==> config.mk <==
export PLATFORM = sky130hd
export DESIGN_NAME = dmd_bus_arb
export DESIGN_NICKNAME = d
export VERILOG_FILES = /design/src/rtl/dmd_bus_arb_pkg.sv /design/src/rtl/rr_steal_arb.sv /design/src/rtl/dmd_bus_arb.sv
export SDC_FILE = /design/constraint.sdc
export NUM_CORES = 1
export LEC_CHECK = 0
export BUFFER_PORTS_ARGS = -buffer_cell sky130_fd_sc_hd__buf_2
export CORE_AREA = 3 3 118 120
export CTS_BUF_LIST = sky130_fd_sc_hd__clkbuf_4 sky130_fd_sc_hd__clkbuf_8 sky130_fd_sc_hd__clkbuf_16
export CTS_CLUSTER_SIZE = 30
export DETAILED_ROUTE_END_ITERATION = 8
export DIE_AREA = 0 0 121 123
export PLACE_DENSITY_LB_ADDON = 0.25
export SETUP_SLACK_MARGIN = 0.02
export SLEW_MARGIN = 20
export SYNTH_ARGS = -nofsm -noshare
export SYNTH_HDL_FRONTEND = slang
export SYNTH_HIERARCHICAL = 1
export SYNTH_SLANG_ARGS = --single-unit
export TNS_END_PERCENT = 20
==> constraint.sdc <==
create_clock -name DSPCLK -period 2.62 [get_ports DSPCLK]
set_input_delay 0.393 -clock DSPCLK [delete_from_list [all_inputs] [get_ports DSPCLK]]
set_output_delay 0.393 -clock DSPCLK [all_outputs]
set_load 0.005 [all_outputs]
==> src/rtl/dmd_bus_arb_pkg.sv <==
// Shared DSP bus package: parameter defaults and common widths for the bus blocks.
// Latency: n/a (constants only).
// Backpressure: n/a.
package dmd_bus_arb_pkg;

  localparam int unsigned DW_DEF    = 16;  // data bus width
  localparam int unsigned NBANK_DEF = 8;   // memory read banks
  localparam int unsigned NSTL_DEF  = 4;   // DMA steal requesters
  localparam int unsigned BURST_DEF = 4;   // max consecutive grant cycles per requester

  // Burst counter width; holds any BURST in 1..15.
  localparam int unsigned BCNT_W    = 4;

endpackage

==> src/rtl/rr_steal_arb.sv <==
// Round-robin DMA steal arbiter with per-grantee burst limit and registered one-hot grant.
// Latency: request sampled at edge n produces gnt at edge n+1 at the earliest.
// Backpressure: none; a requester simply waits (holds req) until it is granted.
//
// Ports: DSPCLK (clock), RST (sync active-high reset), req (steal requests), gnt (one-hot grant).
module rr_steal_arb
  import dmd_bus_arb_pkg::*;
#(
  parameter int unsigned NSTL  = NSTL_DEF,
  parameter int unsigned BURST = BURST_DEF
) (
  input  logic            DSPCLK,
  input  logic            RST,
  input  logic [NSTL-1:0] req,
  output logic [NSTL-1:0] gnt
);

  localparam int unsigned PW = (NSTL > 1) ? $clog2(NSTL) : 1;

  logic [NSTL-1:0]   gnt_q, gnt_d;
  logic [PW-1:0]     ptr_q, ptr_d;   // first requester to consider on the next search
  logic [BCNT_W-1:0] cnt_q, cnt_d;   // consecutive cycles the current grantee has held
  logic              hold;
  logic              found;
  int                idx;

  // gnt_q is one-hot, so ANDing with req tells whether the grantee still wants the bus.
  assign hold = (|(gnt_q & req)) && (cnt_q < BCNT_W'(BURST));

  always_comb begin
    gnt_d = '0;
    ptr_d = ptr_q;
    cnt_d = '0;
    found = 1'b0;
    idx   = 0;
    if (hold) begin
      gnt_d = gnt_q;
      cnt_d = cnt_q + BCNT_W'(1);
    end else begin
      // ptr_q always points just past the last grantee, so scanning NSTL slots from it
      // visits the expiring grantee last: it is re-granted only if nobody else asks.
      for (int i = 0; i < int'(NSTL); i++) begin
        idx = int'(ptr_q) + i;
        if (idx >= int'(NSTL)) idx = idx - int'(NSTL);
        if (!found && req[idx]) begin
          found      = 1'b1;
          gnt_d[idx] = 1'b1;
          cnt_d      = BCNT_W'(1);
          ptr_d      = (idx + 1 == int'(NSTL)) ? '0 : PW'(idx + 1);
        end
      end
    end
  end

  always_ff @(posedge DSPCLK) begin
    if (RST) begin
      gnt_q <= '0;
      ptr_q <= '0;
      cnt_q <= '0;
    end else begin
      gnt_q <= gnt_d;
      ptr_q <= ptr_d;
      cnt_q <= cnt_d;
    end
  end

  assign gnt = gnt_q;

endmodule

==> src/rtl/dmd_bus_arb.sv <==
// DSP data-memory bus arbiter: steal arbitration, DM/PM write muxing, store-retry register, banked read-back.
// Latency: DM_wd/PM_wd combinational; stl_gnt, DMDin, redo_vld, oe_err, oe_err_cnt registered (1 cycle).
// Backpressure: none; steal requesters hold stl_req until granted, the core is never stalled here.
//
// Ports: DSPCLK/RST clock and sync reset; bank_oe/bank_rd banked read inputs; core_dmd_do/core_pmd_do
// core write data; SREQ/GO_Cx/Pwrite_Ei/redoSTI_h retry controls; stl_req/stl_do steal side;
// outputs stl_gnt, DM_wd, PM_wd, DMDin, redo_vld, oe_err, oe_err_cnt.
module dmd_bus_arb
  import dmd_bus_arb_pkg::*;
#(
  parameter int unsigned DW    = DW_DEF,
  parameter int unsigned NBANK = NBANK_DEF,
  parameter int unsigned NSTL  = NSTL_DEF,
  parameter int unsigned BURST = BURST_DEF
) (
  input  logic               DSPCLK,
  input  logic               RST,
  input  logic [NBANK-1:0]   bank_oe,
  input  logic [NBANK*DW-1:0] bank_rd,
  input  logic [DW-1:0]      core_dmd_do,
  input  logic [DW-1:0]      core_pmd_do,
  input  logic               SREQ,
  input  logic               GO_Cx,
  input  logic               Pwrite_Ei,
  input  logic               redoSTI_h,
  input  logic [NSTL-1:0]    stl_req,
  input  logic [NSTL*DW-1:0] stl_do,
  output logic [NSTL-1:0]    stl_gnt,
  output logic [DW-1:0]      DM_wd,
  output logic [DW-1:0]      PM_wd,
  output logic [DW-1:0]      DMDin,
  output logic               redo_vld,
  output logic               oe_err,
  output logic [7:0]         oe_err_cnt
);

  rr_steal_arb #(
    .NSTL  (NSTL),
    .BURST (BURST)
  ) u_arb (
    .DSPCLK (DSPCLK),
    .RST    (RST),
    .req    (stl_req),
    .gnt    (stl_gnt)
  );

  // ---------------- store-retry register ----------------
  logic [DW-1:0] std_q, std_d;
  logic          rvld_q, rvld_d;
  logic          capture, consume;
  logic [DW-1:0] redo_out;

  assign capture  = SREQ && GO_Cx;
  assign consume  = redoSTI_h && rvld_q;
  assign redo_out = consume ? std_q : '0;

  always_comb begin
    std_d  = std_q;
    rvld_d = rvld_q;
    if (capture) begin
      // A new capture overrides a same-cycle consume: the fresh data must survive.
      std_d  = Pwrite_Ei ? core_pmd_do : core_dmd_do;
      rvld_d = 1'b1;
    end else if (consume) begin
      rvld_d = 1'b0;
    end
  end

  // ---------------- write buses ----------------
  logic [DW-1:0] stl_mux;

  always_comb begin
    stl_mux = '0;
    for (int j = 0; j < int'(NSTL); j++) begin
      if (stl_gnt[j]) stl_mux = stl_mux | stl_do[j*DW +: DW];
    end
  end

  assign DM_wd = (|stl_gnt) ? stl_mux : (core_dmd_do | redo_out);
  assign PM_wd = core_pmd_do | redo_out;

  // ---------------- banked read-back ----------------
  logic [DW-1:0] rd_sel;
  logic          rd_hit;
  logic          oe_multi;
  logic [DW-1:0] dmdin_q, dmdin_d;
  logic          oe_err_q;
  logic [7:0]    oe_cnt_q, oe_cnt_d;

  // Lowest-indexed set bank wins; this also covers the legal one-hot case.
  always_comb begin
    rd_sel = '0;
    rd_hit = 1'b0;
    for (int i = 0; i < int'(NBANK); i++) begin
      if (bank_oe[i] && !rd_hit) begin
        rd_sel = bank_rd[i*DW +: DW];
        rd_hit = 1'b1;
      end
    end
  end

  // Clearing the lowest set bit leaves something only if two or more bits were set.
  assign oe_multi = |(bank_oe & (bank_oe - NBANK'(1)));
  assign dmdin_d  = rd_hit ? rd_sel : DM_wd;
  assign oe_cnt_d = (oe_multi && (oe_cnt_q != 8'hFF)) ? oe_cnt_q + 8'd1 : oe_cnt_q;

  always_ff @(posedge DSPCLK) begin
    if (RST) begin
      std_q    <= '0;
      rvld_q   <= 1'b0;
      dmdin_q  <= '0;
      oe_err_q <= 1'b0;
      oe_cnt_q <= '0;
    end else begin
      std_q    <= std_d;
      rvld_q   <= rvld_d;
      dmdin_q  <= dmdin_d;
      oe_err_q <= oe_multi;
      oe_cnt_q <= oe_cnt_d;
    end
  end

  assign DMDin      = dmdin_q;
  assign redo_vld   = rvld_q;
  assign oe_err     = oe_err_q;
  assign oe_err_cnt = oe_cnt_q;

endmodule

==> PnR_summary.wiki <==
{| class="wikitable"
! Metric !! Value
|-
| Effective utilization at floorplan || 32.9%
|-
| Library cell used as clock root buffer || sky130_fd_sc_hd__clkbuf_16
|-
| Final setup margin || 148 ps
|-
| Detailed placement HPWL || 15,800 um
|-
| Run status || completed
|-
| Clock-pin slew on the worst setup and hold paths || 70 ps
|-
| Final Util || 46.5%
|-
| Number of hold-repair buffers added at the cts stage || 0
|-
| Final hold viol count || 0
|-
| Post-detailed-route wirelength per cell || roughly 20 um
|-
| Actual transition at the worst max-transition pin || just over 1000 ps
|-
| Drt total wl || 19,400 um
|-
| Setup slack of the worst register-to-register path || ~350 ps
|-
| DP Area || 5930 sq um
|-
| Vias in the first global route || about 5,000
|-
| Mapped Nets || 788
|-
| Average cell area after synthesis || 8.02 sq um
|-
| Startpoint type of the worst setup path || flop
|-
| Met1 track utilization from global routing || between 30% and 40%
|-
| Area growth from synthesis to layout || 41.3%
|-
| Largest net degree at the start of global routing || 34
|-
| Critical path endpoint category || primary output
|-
| CP Class || flop to primary output
|-
| Global Route Usage Sum || about a quarter
|-
| Final estimated routing congestion in global placement || 0.896
|-
| Wire length of the first global-routing pass || 27,800 um
|-
| Proportion of synthesized chip area in sequential cells || 24.2%
|-
| Number of maximum-capacitance violations || 0
|-
| RSZ-0062 raised after global routing || no
|-
| TritonCTS clock tree || done
|-
| CTS max path bufs || 2
|-
| Fraction of met2 tracks used by global routing || 40.7%
|-
| Number of antenna violations at the first check in global routing || 1
|-
| Power density over cell area || 684 nW/um^2
|-
| Pleak || 2.85 nW
|-
| Total die area || 14,900 sq um
|-
| PnR Total Power || 4.16 mW
|-
| Chain of cells forming the critical path || or4_4, a31oi_1, buf_2
|-
| Share of synthesized flip-flops with an asynchronous set or reset || 0%
|-
| Synth warnings || 6
|-
| Grt total ovfl || 0
|-
| Vertical die dimension || 123 um
|-
| GR peak layer || met2
|-
| Placed insts || slightly below 1,000
|-
| Count of boundary I/O pins || a little over 300
|-
| Synth Instances || 536
|-
| Overall die width || 121 um
|-
| Synth unique cells || 65
|-
| Worst vdd rail ir drop || 0.000391 V
|-
| Number of cell instances on the worst register-to-register path || 6
|-
| DRC violation total after the first TritonRoute iteration || 330
|-
| Antenna viol nets, final || 0
|-
| Core Footprint || between 10,000 and 15,000 sq um
|-
| Final hold slack || 388 ps
|-
| Via count || 5,546
|-
| Register bit total from synthesis || 52
|-
| Endpoint of the worst-slack reg-to-reg timing path || u_arb/gnt[1]
|-
| End of the worst hold path || DMDin[0]
|-
| Highest cell delay on the worst timing path || 770 ps
|-
| Post-route cell area || 6080 sq um
|-
| Crit path max-delay cell type || sky130_fd_sc_hd__or4_4
|-
| Layout cell share with drive strength beyond 1 || 45.9%
|-
| Number of buffers added by the clock tree synthesis step || 5
|-
| Required time of the worst setup path || around 2200 ps
|-
| Number of inserted filler cells in the final layout || 1,355
|-
| Setup WS pre-CTS || 420 ps
|-
| Clock period minus final worst setup slack || 2470 ps
|-
| Endpoints failing setup || 0
|-
| Number of nets at the end of the flow || between 1,000 and 1,500
|-
| Number of flops mapped to enable cells by yosys || 0
|-
| Kind of path behind the tightest hold check || input pin to flop
|-
| Timing-limited maximum frequency || 0.405 GHz
|-
| Source of the worst hold timing path || bank_rd[48]
|-
| Number of rows created at floorplan || 42
|-
| Worst hold path cell count || 3
|-
| Number of buffers added on ports || 303
|-
| Fraction of met3 tracks used by global routing || ~4.3%
|-
| Relative max-transition margin || a little under a third
|-
| Post-synth top flop || sky130_fd_sc_hd__dfxtp_1
|-
| Largest fanout on the critical path || 32
|-
| Worst endpoint data arrival time || approximately 2100 ps
|-
| Resized Gates After CTS || 0
|-
| Post-route insts no fill || 989
|-
| Clk Latency, worst-skew pair || 290 ps
|-
| Setup_tns || 0 ps
|-
| Post-CTS Setup Repair Bufs || 0
|-
| Startpoint of the lowest-slack register-to-register path || u_arb/ptr_q[1]
|-
| Worst Clk Skew || 11.2 ps
|-
| H-tree Lvls || 2
|-
| Syn Std Cell Area || 4300 sq um
|-
| Fin crit share || 94.3%
|-
| Length of the first detailed-routing pass in iterations || 5
|-
| Final count of pins violating max slew || 0
|-
| Residual DRC || 0
|-
| Routed vias/inst || between 5 and 6
|-
| TritonCTS Sinks || between 50 and 60
|}
==> cells in the final DEF, fill, tap and decap left out, types with 12 or more instances in the layout <==
cell type / n
sky130_fd_sc_hd__buf_4: 16
sky130_fd_sc_hd__o22ai_1: 16
sky130_fd_sc_hd__inv_1: 12
sky130_fd_sc_hd__nor2_1: 46
sky130_fd_sc_hd__a211oi_1: 17
sky130_fd_sc_hd__a31oi_1: 17
sky130_fd_sc_hd__or2_2: 16
sky130_fd_sc_hd__o31ai_1: 15
sky130_fd_sc_hd__a221oi_1: 33
sky130_fd_sc_hd__dfxtp_1: 52
sky130_fd_sc_hd__a22oi_1: 49
sky130_fd_sc_hd__and3_1: 20
sky130_fd_sc_hd__a21oi_1: 39
sky130_fd_sc_hd__buf_2: 303
sky130_fd_sc_hd__nor3_2: 14
sky130_fd_sc_hd__mux2i_1: 18
==> routing by layer <==
metal  share of wire, %  wire, um  vias up
met4                1.2       238        0
met2                 48      9380      294
met5                  0         0        -
li1                   -         -     2659
met1                 42      8220     2571
met3                8.0      1560       22
==> flip-flops by register name (all words and copies together) (netlist names) <==
signal	flops
oe_err_cnt	8
u_arb/gnt	4
u_arb/ptr_q	2
std_q	16
redo_vld	1
DMDin	16
oe_err	1
u_arb/cnt_q	4
==> how the worst max path moves through the flow <==
stage / startpoint / endpoint / slack [ps] / cells after the start
floorplan: u_arb/ptr_q[0] / u_arb/ptr_q[0] / 500 / 9
global placement: u_arb/ptr_q[1] / u_arb/gnt[1] / 460 / 7
detailed placement: u_arb/ptr_q[1] / u_arb/gnt[2] / 420 / 6
CTS: u_arb/gnt[1] / DM_wd[2] / 130 / 3
global route: u_arb/gnt[1] / DM_wd[2] / 100 / 3
finish: u_arb/gnt[1] / DM_wd[2] / 150 / 3
==> power by group <==
| group | total [mW] | leakage, nW | internal, mW | switching (mW) |
|---|---|---|---|---|
| Combinational | 2.58 | 2.36 | 1.01 | 1.57 |
| Clock | 0.638 | 0.0657 | 0.348 | 0.291 |
| Sequential | 0.937 | 0.429 | 0.880 | 0.0566 |
==> worst max-delay path, delay by kind of cell, from the launching register on <==
kind	cells	cell delay, ps
buf+inv	1	230
simple gates	1	770
compound gates	1	490
flops	1	310
==> logic make-up after synthesis <==
| logic type | after synthesis | share of synthesized area [%] |
|---|---|---|
| AOI/OAI and AO/OA | 215 | 36.2 |
| buffers and inverters | 69 | 7.24 |
| xor gates and xnor gates | 1 | 0.204 |
| muxes | 23 | 6.37 |
| DFF | 52 | 24.2 |
| adders and majority gates | 11 | 3.14 |
| other | 1 | 0.0872 |
| and+or+nand+nor | 164 | 22.5 |
==> final cells by class <==
type	instances	area (sq um)	share of cell area [%]
clock inverters	2	12.5	0.206
repair buffers	320	1660	27.3
inverters	16	62.6	1.03
multi-input cells	415	2950	48.6
diodes	3	7.51	0.124
well taps	176	220	3.62
clock buffers	5	125	2.06
flip-flops and latches	52	1040	17.1
==> synth_stat cells (3+ instances only) <==
library cell | instances | area share [%]
sky130_fd_sc_hd__nand2b_1 | 5 | 0.73
sky130_fd_sc_hd__nand3_1 | 8 | 0.93
sky130_fd_sc_hd__nor2_1 | 46 | 4.0
sky130_fd_sc_hd__ha_1 | 10 | 2.9
sky130_fd_sc_hd__buf_6 | 5 | 1.3
sky130_fd_sc_hd__a211oi_1 | 17 | 3.0
sky130_fd_sc_hd__nor2b_1 | 4 | 0.58
sky130_fd_sc_hd__nor3_2 | 14 | 3.3
sky130_fd_sc_hd__a311oi_1 | 4 | 0.81
sky130_fd_sc_hd__a211o_1 | 3 | 0.61
sky130_fd_sc_hd__mux2i_1 | 18 | 4.2
sky130_fd_sc_hd__nor3b_1 | 3 | 0.52
sky130_fd_sc_hd__buf_2 | 7 | 0.81
sky130_fd_sc_hd__nand4_1 | 11 | 1.6
sky130_fd_sc_hd__nor3_1 | 6 | 0.70
sky130_fd_sc_hd__and3_1 | 20 | 2.9
sky130_fd_sc_hd__inv_1 | 12 | 1.0
sky130_fd_sc_hd__nand2_1 | 9 | 0.79
sky130_fd_sc_hd__clkbuf_1 | 40 | 3.5
sky130_fd_sc_hd__dfxtp_1 | 52 | 24
sky130_fd_sc_hd__o22ai_1 | 16 | 2.3
sky130_fd_sc_hd__a221oi_1 | 33 | 6.7
sky130_fd_sc_hd__a21o_1 | 3 | 0.52
sky130_fd_sc_hd__and2_1 | 3 | 0.44
sky130_fd_sc_hd__a22oi_1 | 49 | 8.6
sky130_fd_sc_hd__a21oi_1 | 39 | 4.5
sky130_fd_sc_hd__o31ai_1 | 15 | 2.6
sky130_fd_sc_hd__a222oi_1 | 4 | 0.93
sky130_fd_sc_hd__a31oi_1 | 17 | 2.5
sky130_fd_sc_hd__or2_2 | 16 | 2.3
Power figures use the tool's default switching activity.
